[config.mk]
export PLATFORM = sky130hd
export DESIGN_NAME = decode_stage
export DESIGN_NICKNAME = d
export VERILOG_FILES = /design/src/rtl/decode_stage.sv
export SDC_FILE = /design/constraint.sdc
export NUM_CORES = 2
export LEC_CHECK = 0
export BUFFER_PORTS_ARGS = -buffer_cell sky130_fd_sc_hd__buf_2
export CORE_UTILIZATION = 40
export CTS_CLUSTER_SIZE = 30
export DETAILED_ROUTE_END_ITERATION = 7
export PLACE_DENSITY = 0.65
export SLEW_MARGIN = 20
export SYNTH_ARGS = -nofsm -noshare
export SYNTH_HDL_FRONTEND = slang
export SYNTH_SLANG_ARGS = --single-unit
[constraint.sdc]
create_clock -name clk -period 1.8 [get_ports clk]
set_input_delay 0.18 -clock clk [delete_from_list [all_inputs] [get_ports clk]]
set_output_delay 0.18 -clock clk [all_outputs]
set_load 0.05 [all_outputs]
[src/rtl/decode_stage.sv]
// RV32I decode stage: register file, immediate/control generation and the ID/EX pipeline register.
// Also detects load-use hazards, flushes on a taken branch and emits RTI/RSI pulses to fetch.
module decode_stage #(
    parameter bit NOP_ON_ILLEGAL = 1'b1
) (
    input  logic        clk,
    input  logic        rst_n,
    input  logic [31:0] instruction_dec,
    input  logic [31:0] pc_dec,
    input  logic        branch,
    input  logic        wb_we,
    input  logic [4:0]  wb_rd,
    input  logic [31:0] wb_data,
    output logic        stall_fetch,
    output logic        rti,
    output logic        rsi,
    output logic [31:0] pc_idex,
    output logic [31:0] rs1_data_ex,
    output logic [31:0] rs2_data_ex,
    output logic [31:0] imm_ex,
    output logic [4:0]  rd_ex,
    output logic [3:0]  funct_ex,
    output logic [6:0]  opcode_ex,
    output logic        reg_write_ex,
    output logic        mem_read_ex,
    output logic        mem_write_ex,
    output logic        alu_src_imm_ex,
    output logic        branch_ex,
    output logic        jump_ex
);
    localparam logic [6:0] OP_R      = 7'b0110011;
    localparam logic [6:0] OP_I_ALU  = 7'b0010011;
    localparam logic [6:0] OP_LOAD   = 7'b0000011;
    localparam logic [6:0] OP_STORE  = 7'b0100011;
    localparam logic [6:0] OP_BRANCH = 7'b1100011;
    localparam logic [6:0] OP_JAL    = 7'b1101111;
    localparam logic [6:0] OP_JALR   = 7'b1100111;
    localparam logic [6:0] OP_LUI    = 7'b0110111;
    localparam logic [6:0] OP_AUIPC  = 7'b0010111;
    localparam logic [6:0] OP_SYS    = 7'b1111111;

    logic [31:0] inst;
    logic [6:0]  opcode;
    logic [4:0]  rd, rs1, rs2;
    logic [2:0]  funct3;

    assign inst   = instruction_dec;
    assign opcode = inst[6:0];
    assign rd     = inst[11:7];
    assign funct3 = inst[14:12];
    assign rs1    = inst[19:15];
    assign rs2    = inst[24:20];

    logic        legal, use_rs1, use_rs2, is_rti, is_rsi;
    logic        dec_reg_write, dec_mem_read, dec_mem_write, dec_alu_src_imm, dec_branch, dec_jump;
    logic [31:0] dec_imm;

    // NOTE: every output of this block is given a default first, so no path leaves one unassigned and no latch is inferred.
    always_comb begin
        legal           = 1'b1;
        use_rs1         = 1'b0;
        use_rs2         = 1'b0;
        is_rti          = 1'b0;
        is_rsi          = 1'b0;
        dec_reg_write   = 1'b0;
        dec_mem_read    = 1'b0;
        dec_mem_write   = 1'b0;
        dec_alu_src_imm = 1'b1;
        dec_branch      = 1'b0;
        dec_jump        = 1'b0;
        dec_imm         = '0;
        unique case (opcode)
            OP_R: begin
                use_rs1 = 1'b1; use_rs2 = 1'b1; dec_reg_write = 1'b1; dec_alu_src_imm = 1'b0;
            end
            OP_I_ALU, OP_JALR: begin
                use_rs1 = 1'b1; dec_reg_write = 1'b1; dec_jump = (opcode == OP_JALR);
                dec_imm = {{20{inst[31]}}, inst[31:20]};
            end
            OP_LOAD: begin
                use_rs1 = 1'b1; dec_reg_write = 1'b1; dec_mem_read = 1'b1;
                dec_imm = {{20{inst[31]}}, inst[31:20]};
            end
            OP_STORE: begin
                use_rs1 = 1'b1; use_rs2 = 1'b1; dec_mem_write = 1'b1;
                dec_imm = {{20{inst[31]}}, inst[31:25], inst[11:7]};
            end
            OP_BRANCH: begin
                use_rs1 = 1'b1; use_rs2 = 1'b1; dec_branch = 1'b1; dec_alu_src_imm = 1'b0;
                dec_imm = {{19{inst[31]}}, inst[31], inst[7], inst[30:25], inst[11:8], 1'b0};
            end
            OP_JAL: begin
                dec_reg_write = 1'b1; dec_jump = 1'b1;
                dec_imm = {{11{inst[31]}}, inst[31], inst[19:12], inst[20], inst[30:21], 1'b0};
            end
            OP_LUI, OP_AUIPC: begin
                dec_reg_write = 1'b1;
                dec_imm = {inst[31:12], 12'b0};
            end
            OP_SYS: begin
                is_rti = (funct3 == 3'b000);
                is_rsi = (funct3 == 3'b001);
                legal  = is_rti | is_rsi;
            end
            default: legal = 1'b0;
        endcase
    end

    logic [31:0] regs [32];

    // NOTE: the register file is cleared by reset, so it is built from flops rather than a RAM macro.
    always_ff @(posedge clk or negedge rst_n) begin
        if (!rst_n) begin
            for (int i = 0; i < 32; i++) regs[i] <= '0;
        end else if (wb_we && wb_rd != 5'd0) begin
            regs[wb_rd] <= wb_data;
        end
    end

    function automatic logic [31:0] read_reg(input logic [4:0] idx, input logic [31:0] stored);
        if (idx == 5'd0)                return '0;
        else if (wb_we && wb_rd == idx) return wb_data;
        else                            return stored;
    endfunction

    logic [31:0] rs1_val, rs2_val;
    assign rs1_val = read_reg(rs1, regs[rs1]);
    assign rs2_val = read_reg(rs2, regs[rs2]);

    assign stall_fetch = mem_read_ex && (rd_ex != 5'd0) && !branch &&
                         ((use_rs1 && rs1 == rd_ex) || (use_rs2 && rs2 == rd_ex));

    logic load_bubble;
    assign load_bubble = branch || stall_fetch || (!legal && NOP_ON_ILLEGAL);

    // NOTE: pipeline state uses non-blocking assignments so every flop samples pre-edge values.
    always_ff @(posedge clk or negedge rst_n) begin
        if (!rst_n) begin
            pc_idex <= '0; rs1_data_ex <= '0; rs2_data_ex <= '0; imm_ex <= '0;
            rd_ex <= '0; funct_ex <= '0; opcode_ex <= '0;
            reg_write_ex <= 1'b0; mem_read_ex <= 1'b0; mem_write_ex <= 1'b0;
            alu_src_imm_ex <= 1'b0; branch_ex <= 1'b0; jump_ex <= 1'b0;
            rti <= 1'b0; rsi <= 1'b0;
        end else begin
            pc_idex <= pc_dec;
            if (load_bubble) begin
                rs1_data_ex <= '0; rs2_data_ex <= '0; imm_ex <= '0;
                rd_ex <= '0; funct_ex <= '0; opcode_ex <= '0;
                reg_write_ex <= 1'b0; mem_read_ex <= 1'b0; mem_write_ex <= 1'b0;
                alu_src_imm_ex <= 1'b0; branch_ex <= 1'b0; jump_ex <= 1'b0;
                rti <= 1'b0; rsi <= 1'b0;
            end else begin
                rs1_data_ex    <= rs1_val;
                rs2_data_ex    <= rs2_val;
                imm_ex         <= dec_imm;
                rd_ex          <= rd;
                funct_ex       <= {inst[30], funct3};
                opcode_ex      <= opcode;
                reg_write_ex   <= dec_reg_write & legal;
                mem_read_ex    <= dec_mem_read;
                mem_write_ex   <= dec_mem_write;
                alu_src_imm_ex <= dec_alu_src_imm & legal;
                branch_ex      <= dec_branch;
                jump_ex        <= dec_jump;
                rti            <= is_rti;
                rsi            <= is_rsi;
            end
        end
    end
endmodule

* Word-level counts from Yosys, hierarchy flattened *
Index checks and enable logic that the tools add are counted.

word-level totals
  register bits = 1176
  input bits = 105
  output and inout port bits = 153
  logic and storage cells = 138

cells by class
  $lt $le $gt $ge = 4
  eq/ne operators = 15
  muxes and demuxes = 39
  bitwise operators = 6
  reduce and logical (&&, ||, !) cells = 27

operators with widths
  kind                  count
  $bwmux W1024          1
  $mux W32              12
  $bmux W32 S5          2
  $demux W32 S5         1
  $pmux W32 S5          1
  $eq A7 B7 Y1 const B  4
  $eq A7 B6 Y1 const B  3
  $eq A5 B5 Y1          4
  $ge A6 B6 Y1 const B  3
  $not A5 Y6            3
  $mux W1               17
  $eq A7 B5 Y1 const B  2
  $logic_not A5 Y1      2
  $reduce_bool A5 Y1    2
  $logic_and A1 B1 Y1   9
  $reduce_or A9 Y1      1
  $eq A7 B2 Y1 const B  1
  $mux W7               1
  $reduce_or A7 Y1      1
  $lt A6 B1 Y1 const B  1
  $reduce_or A2 Y1      3
  $reduce_or A3 Y1      2
  $reduce_or A6 Y1      1
  $mux W5               1
  8 further kinds       13

* Depth between registers and ports, before layout *
  word-level depth = 9
  depth in mapped cells = 10
  gate-level depth less buffers = 7

* Worst setup path before layout *
Ideal clock, no wire load.

  path kind = flip-flop to flip-flop
  start = reg rd_ex[1]
  end = reg imm_ex[10]
  library setup time = 120 ps
  arrival time = 1930 ps
  data required time = 1680 ps
  setup slack = -250 ps
  cell stages (with the launch flop) = 10
  buffers on the path = 2
  period minus slack after synthesis = 2050 ps
  cell sequence = dfrtp_1 > xor2_1 > a2111o_1 > o22ai_2 > a21oi_2 > nand2b_1 > buf_6 > inv_2 > buf_6 > and3_1

on the way
  cells in the longest elaborated chain, start to end = 7
  elaborated cells between the ends (all ways) = 12
  classes of those cells = eq/ne: 2; mux: 1; reduce/logical: 9

RTL lines
  what                                                       RTL line  source
  from (decl)                                                21        output logic [4:0] rd_ex,
  from (signal assigned)                                     156       rd_ex <= rd;
  $eq A5 B5 Y1 or $reduce_bool A5 Y1 (tied branches)         131, 130
  $logic_and A1 B1 Y1, on equally long branches              131, 130
  $logic_or A1 B1 Y1 or $logic_and A1 B1 Y1 (tied branches)  131, 130
  $logic_and A1 B1 Y1 *                                      130       assign stall_fetch = mem_read_ex && (rd_ex != 5'd0) && !branch &&
  $logic_or A1 B1 Y1 * (2 in series)                         134       assign load_bubble = branch || stall_fetch || (!legal && NOP_ON_ILLEGAL);
  $mux W32 *                                                 146       if (load_bubble) begin
  to (signal assigned)                                       155       imm_ex <= dec_imm;
  to (decl)                                                  20        output logic [31:0] imm_ex,

Mark *: on every way between the ends. The rest lies on a longest branch, timed or not.
A chain may end at the register's enable or synchronous reset.

* Worst setup path after layout *
  start = reg rd_ex[1]
  end = out stall_fetch

on the way
  cells in the longest elaborated chain, start to end = 4
  elaborated cells between the ends (all ways) = 9
  classes of those cells = eq/ne: 2; reduce/logical: 7

RTL lines
  what                                                       RTL line  source
  $eq A5 B5 Y1 or $reduce_bool A5 Y1 (tied branches)         131, 130
  $logic_and A1 B1 Y1, on equally long branches              131, 130
  $logic_or A1 B1 Y1 or $logic_and A1 B1 Y1 (tied branches)  131, 130
  $logic_and A1 B1 Y1 *                                      130
  to (decl)                                                  14        output logic stall_fetch,

Marked as above.

==> flow_summary.toml <==
[status]
status = "finished, violations left"
violations = "setup timing"

[clocking]
h-tree-depth = 4
cts_buffers = 138
root_buffer = "clkbuf_16"
clk_pin_slew_worst_paths_ns = 0.06
cts_buffer_depth = 3
cts_tree = "yes"
clock-sinks = 1176
clock_latency_ns = 0.79

[critical_path]
cpPeakStageDelay_ns = 0.51
worstPathMaxFanout = 4
crit_slowest_cell = "or4_4"
cp-end-kind = "output port"
critPathTopFamily = "simple AND/OR/NAND/NOR gates"
cp-start-kind = "flip-flop"
required_ns = 1.62
arrival_ns = 2.33
worstPathCellList = "or4_4 -> nor2_4 -> nor3b_4 -> nand2_2 -> buf_6 -> clkinvlp_4 -> buf_8"
worst-path-buf-inv = 3
path_class = "reg2out"

[power]
pwr-share-comb = 0.203
irDropWorstVdd_uv = 1150
switching_power_mw = 21.8
p_leak_nw = 33.5
powerDensity_nw_per_um2 = 1030
p_sw_frac = 0.276
fin_total_pwr_mw = 78.8
clockPowerShare = 0.361
p_seq_frac = 0.436
p_int_mw = 57.1

[drt]
ant_nets = 0
drt-initial-drc-count = 4031
wl_per_cell_um = 29.6
dr.pass1.iters = 5
drc_errors = 0
via_per_inst = 6.19
wl_mm = 203
vias = 42500

[flow_run]
drv_cap = 0

[sta]
fin_setup_tns_ns = -29.87
fin_ws_ns = -0.706
worst_pin_slew_ns = 0.738
fin_skew_ns = 0.0277
max_freq_mhz = 399
post-route-period-util = 1.39
finalCriticalPeriod_ns = 2.51
setup_viol = 118
hold_viol = 0
grt_setup_unrepaired = "yes"
drv_slew = 0
slew_headroom = 0.507

[cells_and_area]
nFillCells = 12600
fin_area_sq_um = 76200
finish.utilization = 0.506
multi_input_area_sq_um = 30600
drive_gt1_frac = 0.564
final_cell_mix = "1169 x dfrtp_1, 1055 x mux2_2, 481 x mux4_2"
nets = 4845
area_growth_pct = 24.9
final_common_cell = "dfrtp_1"
regArea_sq_um = 29400

[floorplanning]
ios = 258
start_util = 0.405
dieArea_sq_um = 154000
fp.dieH_um = 392
core_sq_um = 151000
std_cell_rows = 142
die_width_um = 392

[yosys]
synth.largest_area_cell = "dfrtp_1"
yosys.area_share.simple = 0.0362
synth_compound_area_frac = 0.0384
yosysTopAreaCellShare = 0.482
yosys.area_share.adder = 0
async_flop_share = 1.00
synth_area_sq_um = 61000
synth_area_per_cell_sq_um = 14.7
synth_top_family_by_area = "multiplexers"
synth_warnings = 0
synth.area.top_cells = "dfrtp_1 48%, mux2_2 19%, mux4_2 18%"
synthMuxAreaShare = 0.404
syn-instance-count = 4140
ys_types = 54
synth_seq_cells = 1176
ys.flop_type = "dfrtp_1"
synthXorXnorAreaFrac = 0.00302
ys_seq_area_frac = 0.482
synth_fp_nets = 4245
synth_edf_count = 0

[global_route]
grt_pass1_vias = 43300
grt_pass1_wl_mm = 298
antenna_found_initial = 7
track_usage = 0.264
grt_max_degree = 73
grt-ovfl-total = 0

[placement]
port-buffer-count = 257
place_congestion = 0.895
dpl.hpwl_mm = 133
place_area_sq_um = 69100

[min_path]
min_path_type = "in2reg"
[synthesized netlist by cell type, types with 9 or more instances]
cell	n
and3_1	42
clkbuf_1	195
nand3b_1	38
a211oi_1	35
mux2_2	1055
buf_4	62
mux2i_1	192
a21oi_1	22
nor3_1	71
nand2b_1	38
a22oi_1	69
dfrtp_1	1176
buf_1	48
mux4_2	481
xnor2_1	12
nor2_1	130
and2_1	14
nand2_1	53
o21bai_1	32
buf_2	142
o22ai_1	63
o21ai_0	35
a221o_1	31
o211ai_1	33
xor2_1	9
[worst paths after layout]
kind	from	endpoint	slack (ns)	cells past startpoint
worst max-delay path	rd_ex[1]$_DFF_PN0_	stall_fetch	-0.71	7
worst min-delay path	branch	rs1_data_ex[19]$_DFF_PN0_	0.05	5
worst max register to register	rd_ex[1]$_DFF_PN0_	rs2_data_ex[14]$_DFF_PN0_	-0.42	10
worst min register to register	regs[993]$_DFFE_PN0P_	regs[993]$_DFFE_PN0P_	0.39	0
max in group asynchronous	rst_n	regs[228]$_DFFE_PN0P_	1.01	4
min in group asynchronous	rst_n	regs[889]$_DFFE_PN0P_	0.20	3
[repair_timing]
item,CTS,global route
setup endpoints to repair,129,120
gates resized for setup,106,118
endpoints found under the hold margin,1604,0
cloned,3,4
hold buffers,110,0
buffers inserted,23,10
pin swaps,17,46
[state kept, by name, summed over array words and instances, names as in the netlist]
register,count
regs,1024
jump_ex,1
branch_ex,1
mem_write_ex,1
funct_ex,4
rti,1
alu_src_imm_ex,1
rs2_data_ex,32
reg_write_ex,1
opcode_ex,7
rd_ex,5
pc_idex,32
rs1_data_ex,32
rsi,1
imm_ex,32
mem_read_ex,1
[area by class of cell]
cell class	count	share of cell area
multi-input combinational	2502	0.401
clock buffer	207	0.0539
tap	2016	0.0331
timing repair inverter	3	0.000279
sequential	1176	0.386
antenna	3	0.0000985
inverter	5	0.000394
clock inverter	44	0.00660
timing repair buffer	914	0.118
[kinds of logic (layout without fill, tap and decap cells)]
| kind of cell | after synthesis | after routing |
|---|---|---|
| buffers and inverters | 462 | 1173 |
| flip-flops | 1176 | 1176 |
| AND/OR/NAND/NOR | 423 | 423 |
| AO/OA/AOI/OAI | 330 | 330 |
| other | 0 | 3 |
| XOR/XNOR | 21 | 21 |
| multiplexers | 1728 | 1728 |
[power by group through the flow]
stage	sequential (mW)	clock, mW	combinational, mW
5_1_grt	34.9	29.9	17.0
3_3_place_gp	34.4	0	15.0
6_report	34.4	28.5	16.0
3_5_place_dp	34.6	0	15.4
2_1_floorplan	33.6	0	10.9
4_1_cts	34.2	28.9	15.8
[worst reg2reg max path: stages (launching register included)]
cell and delay (ns):
dfrtp_2 0.46, or4_4 0.52, nor2_4 0.12, nor3b_4 0.06
nand2_2 0.07, buf_4 0.11, buf_8 0.12, nand2_8 0.10
buf_12 0.18, buf_12 0.16, nor3_4 0.23
[metal layers]
layer | GRT usage | up-vias | share of wire
li1 | - | 17100 | -
met1 | 0.376 | 22900 | 0.42
met4 | 0.0816 | 4 | 0.030
met5 | 0 | - | 0.00018
met2 | 0.403 | 2108 | 0.46
met3 | 0.0552 | 398 | 0.087
[per-stage QoR]
stage | std cells | hold WS, ns | setup slack [ns]
after global placement | 6478 | 0.126 | -0.547
after detailed placement | 6478 | 0.115 | -0.525
after CTS | 6864 | -0.0461 | -0.741
after floorplan | 4140 | -0.116 | -0.122
after global routing | 6869 | 0.0161 | -0.779
final | 6870 | 0.0546 | -0.706
Note: power is estimated with default switching activity, not from simulation.
